## src/rtl/elastic_stage_reg.sv

```systemverilog
// Two-entry (main + skid) elastic pipeline register with registered in_ready and synchronous flush.
// Define ELASTIC_STAGE_PERF_EN to add saturating stall_cnt / bubble_cnt performance counters.
module elastic_stage_reg #(
  parameter int unsigned DATA_W   = 128,
  parameter bit          CLR_DATA = 1'b1,
  parameter int unsigned CNT_W    = 16
) (
  input  logic              CLK,
  input  logic              nRST,
  input  logic              in_valid,
  output logic              in_ready,
  input  logic [DATA_W-1:0] in_data,
  output logic              out_valid,
  input  logic              out_ready,
  output logic [DATA_W-1:0] out_data,
  input  logic              flush,
`ifdef ELASTIC_STAGE_PERF_EN
  output logic [CNT_W-1:0]  stall_cnt,
  output logic [CNT_W-1:0]  bubble_cnt,
`endif
  output logic [1:0]        occupancy
);

  // State is the pair {sv, mv}; 2'b10 is unreachable.
  typedef enum logic [1:0] {
    EMPTY = 2'b00,
    ONE   = 2'b01,
    FULL  = 2'b11
  } stateT;

  stateT             state, stateNext;
  logic [DATA_W-1:0] md, sd, mdNext, sdNext;
  logic              mv, sv, push, pop;

  assign mv = state[0];
  assign sv = state[1];

  // A transfer happens on an edge where valid & ready are both high on that side;
  // valid never depends on ready, and in_ready depends only on registered state.
  assign push = in_valid & in_ready;
  assign pop  = out_valid & out_ready;

  assign in_ready  = ~sv;
  assign out_valid = mv;
  assign out_data  = md;
  assign occupancy = {1'b0, mv} + {1'b0, sv};

  always_ff @(posedge CLK) begin
    if (!nRST) begin
      state <= EMPTY;
      if (CLR_DATA) begin
        md <= '0;
        sd <= '0;
      end
    end else begin
      state <= stateNext;
      md    <= mdNext;
      sd    <= sdNext;
    end
  end

  always_comb begin
    stateNext = state;
    mdNext    = md;
    sdNext    = sd;
    case (state)
      EMPTY: begin
        if (push) begin
          stateNext = ONE;
          mdNext    = in_data;
        end
      end
      ONE: begin
        if (push && pop) begin
          mdNext = in_data;
        end else if (push) begin
          stateNext = FULL;
          sdNext    = in_data;
        end else if (pop) begin
          stateNext = EMPTY;
        end
      end
      FULL: begin
        // The skid entry moves forward so it is never overtaken.
        if (pop) begin
          stateNext = ONE;
          mdNext    = sd;
        end
      end
      default: stateNext = EMPTY;
    endcase
    if (flush) begin
      stateNext = EMPTY;
      if (CLR_DATA) begin
        mdNext = '0;
        sdNext = '0;
      end
    end
  end

`ifdef ELASTIC_STAGE_PERF_EN
  logic [CNT_W-1:0] stallCnt, bubbleCnt;

  assign stall_cnt  = stallCnt;
  assign bubble_cnt = bubbleCnt;

  // Counters survive flush; only reset clears them.
  always_ff @(posedge CLK) begin
    if (!nRST) begin
      stallCnt  <= '0;
      bubbleCnt <= '0;
    end else begin
      if (out_valid && !out_ready && (stallCnt != '1)) begin
        stallCnt <= stallCnt + 1'b1;
      end
      if (!out_valid && (bubbleCnt != '1)) begin
        bubbleCnt <= bubbleCnt + 1'b1;
      end
    end
  end
`endif

endmodule

```

## config.mk

```make
export PLATFORM = sky130hd
export DESIGN_NAME = elastic_stage_reg
export DESIGN_NICKNAME = d
export VERILOG_FILES = /design/src/rtl/elastic_stage_reg.sv
export SDC_FILE = /design/constraint.sdc
export NUM_CORES = 1
export LEC_CHECK = 0
export ABC_AREA = 0
export BUFFER_PORTS_ARGS = -buffer_cell sky130_fd_sc_hd__buf_2
export CORE_MARGIN = 8
export CORE_UTILIZATION = 45
export DETAILED_ROUTE_END_ITERATION = 10
export GPL_ROUTABILITY_DRIVEN = 0
export PLACE_DENSITY_LB_ADDON = 0.15
export SYNTH_ARGS = -nofsm -noshare
export SYNTH_HDL_FRONTEND = slang
export SYNTH_SLANG_ARGS = --single-unit
```

## constraint.sdc

```tcl
create_clock -name CLK -period 3.6 [get_ports CLK]
set_input_delay 0 -clock CLK [delete_from_list [all_inputs] [get_ports CLK]]
set_output_delay 0 -clock CLK [all_outputs]
set_load 0.01 [all_outputs]
```

==> results.json <==
{
  "via_count": 9607,
  "pre_cts_ws_ns": 1.22,
  "muxShareOfSynthArea_pct": 11.6,
  "status": "finished, final reports clean",
  "ys_warn_count": 0,
  "dp.cells": 1661,
  "pwr-share-clk_pct": 41.3,
  "grt_pass1_wl_mm": 51.4,
  "cts_buffers": 28,
  "crit_required_ns": 4.06,
  "worstPathCellList": "inv_1 -> ha_1 -> a22oi_4 -> buf_12 -> a21boi_0 -> mux2i_1",
  "hold_violations": 0,
  "yosys-top-cells-area": "dfxtp_1, a211oi_2, mux2i_1",
  "rows": 58,
  "yosysTopAreaCellShare_pct": 46.0,
  "slew_headroom_pct": 29.0,
  "synth_top_family_by_area": "compound AO/OA/AOI/OAI gates",
  "post_cts_resized": 0,
  "reg2regPathDepth": 6,
  "grt_pass1_vias": 9723,
  "cts.sinks": 258,
  "cts_setup_buffers": 0,
  "antenna_found_initial": 3,
  "portBuffers": 264,
  "rsz0062_at_grt": "false",
  "die_h_um": 174,
  "drtIter0Drc": 663,
  "min_from": "in_valid",
  "synth_area_per_cell_sq_um": 9.61,
  "yosysTopAreaCell": "dfxtp_1",
  "fmax_mhz": 421,
  "drive_above_1_share_pct": 28.7,
  "power_frac_comb_pct": 14.7,
  "tns_ns": 0,
  "groute.usage.overall_pct": 20.0,
  "drcViolationCount": 0,
  "crit_buf_inv": 2,
  "crit_family": "buffers and inverters",
  "worst_pin_slew_ns": 1.06,
  "vdd_drop_max_mv": 0.311,
  "synth-simple-area-share_pct": 9.27,
  "skew_ns": 0.0126,
  "synthCells": 1168,
  "core_area_sq_mm": 0.0248,
  "finalMaxSlewViolations": 0,
  "grt.overflow.total": 0,
  "crit_arrival_ns": 2.83,
  "clk_pin_slew_ns": 0.06,
  "p_sw_share_pct": 25.9,
  "crit_start": "state[0]",
  "synth.cell_area_sq_mm": 0.0112,
  "area_growth_pct": 30.4,
  "synth_fp_nets": 1307,
  "synth_xor_xnor_area_share_pct": 0.0780,
  "cp-start-kind": "register",
  "ys_ff_latch": 258,
  "regToRegSetupSlack_ns": 1.22,
  "power.leakage_nw": 5.36,
  "p_total_mw": 6.88,
  "internal_power_mw": 5.10,
  "start_util_pct": 45.2,
  "min_path_type": "in2reg",
  "drv_cap": 0,
  "via_per_inst": 5.22,
  "wirelength_mm": 31.9,
  "reg2reg_to": "state[0]",
  "firstDrtPassIters": 6,
  "cts.path.max_buffers": 3,
  "insertion_delay_ns": 0.53,
  "min_period_ns": 2.38,
  "synth_compound_area_share_pct": 25.2,
  "synth_cell_types": 29,
  "h-tree-depth": 1,
  "seqPwrFrac_pct": 44.0,
  "fin_ws_ns": 1.22,
  "final_cell_mix": "buf_2, nand2_1, dfxtp_1",
  "wl_per_cell_um": 17.3,
  "grt_max_degree": 130,
  "fin_cells": 1842,
  "cts_tree": "built",
  "slowest_delay_ns": 0.53,
  "synthAdderAreaFrac_pct": 0.669,
  "min_delay_path_depth": 5,
  "final_common_cell": "buf_2",
  "cts_root_buffer": "clkbuf_16",
  "yosysSeqAreaShare_pct": 46.0,
  "setup_viol": 0,
  "dieArea_sq_mm": 0.0303,
  "io_pins": 265,
  "place_hpwl_mm": 18.0,
  "nFillCells": 2188,
  "critPathCaptureType": "register",
  "slowest_stage": "dfxtp_1",
  "switchingPower_mw": 1.78,
  "fin_nets": 1630,
  "finalCritPeriodShare_pct": 66.0,
  "path_class": "reg2reg",
  "die_x_um": 174,
  "path_max_fanout": 129,
  "rr_startpoint": "state[0]",
  "detail-route-antenna-nets": 0,
  "p_per_area_mw_per_mm2": 470,
  "whs_endpoint": "state[1]"
}
==> layer usage <==
layer	GRT usage [%]	wire length, um	vias to the layer above
li1	-	-	4740
met4	5.24	650	4
met3	5.08	2010	56
met2	33.0	14800	258
met1	25.8	14500	4549
met5	0	27	-
==> state kept, by name, indices dropped and copies added (netlist names) <==
name      flops
out_data    128
sd          128
state         2
==> power by group through the flow <==
| stage | Sequential [mW] | Clock, mW | Combinational, mW |
|---|---|---|---|
| finish | 3.03 | 2.84 | 1.01 |
| global route | 3.04 | 3.02 | 1.10 |
| CTS | 3.03 | 2.92 | 1.02 |
| detailed placement | 3.09 | 0 | 0.908 |
| global placement | 3.09 | 0 | 0.896 |
| floorplan | 3.12 | 0 | 0.602 |
==> cell type report <==
class,count,area (sq um),share of cell area [%]
Antenna cell,1,2.50,0.0171
Clock buffer,44,832,5.68
Clock inverter,6,82.6,0.564
Inverter,2,7.51,0.0513
Multi-Input combinational cell,794,5300,36.2
Sequential cell,258,5160,35.3
Tap cell,330,413,2.82
Timing Repair Buffer,407,2850,19.4
==> tightest hold or removal path, stage by stage <==
cell	delay (ns)
buf_2	0.11
nor2b_1	0.17
nand2_1	0.10
or3_1	0.10
mux2i_1	0.06
==> synthesized netlist by cell type (all sizes together) <==
master,n
nand2,260
dfxtp,258
a21oi,257
mux2i,130
a211oi,128
buf,73
clkbuf,41
ha,6
inv,2
nand2b,2
nor2b,2
a211o,1
a21boi,1
a22oi,1
and2,1
and3,1
nand3,1
nand4b,1
or3,1
xnor2,1
==> cells by family after synthesis <==
group	after synthesis
buffers and inverters	116
DFF	258
muxes	130
and+or+nand+nor	269
AOI/OAI and AO/OA	388
adders and majority gates	6
xor gates and xnor gates	1
==> through the flow <==
stage,hold slack [ns],util [%],area (sq um)
finish,0.0651,59.0,14600
global route,0.111,59.0,14600
CTS,0.0439,59.0,14600
detailed placement,0.258,50.1,12400
global placement,0.253,50.1,12400
floorplan,0.136,-,11200
==> repair_timing <==
action                                  4_1_cts  5_1_grt
hold endpoints to repair                    258        0
endpoints found under the setup margin        0        0
hold buffers                                130        0
==> worst max path at each step <==
stage | endpoint | slack (ns) | cells after the start
final | state[0] | 1.22 | 6
after global routing | state[0] | 1.10 | 6
after CTS | state[0] | 1.20 | 6
after detailed placement | state[0] | 1.22 | 6
after global placement | state[1] | 1.30 | 6
after floorplan | out_data[0] | 1.81 | 6
Note: power is estimated with default switching activity, not from simulation.
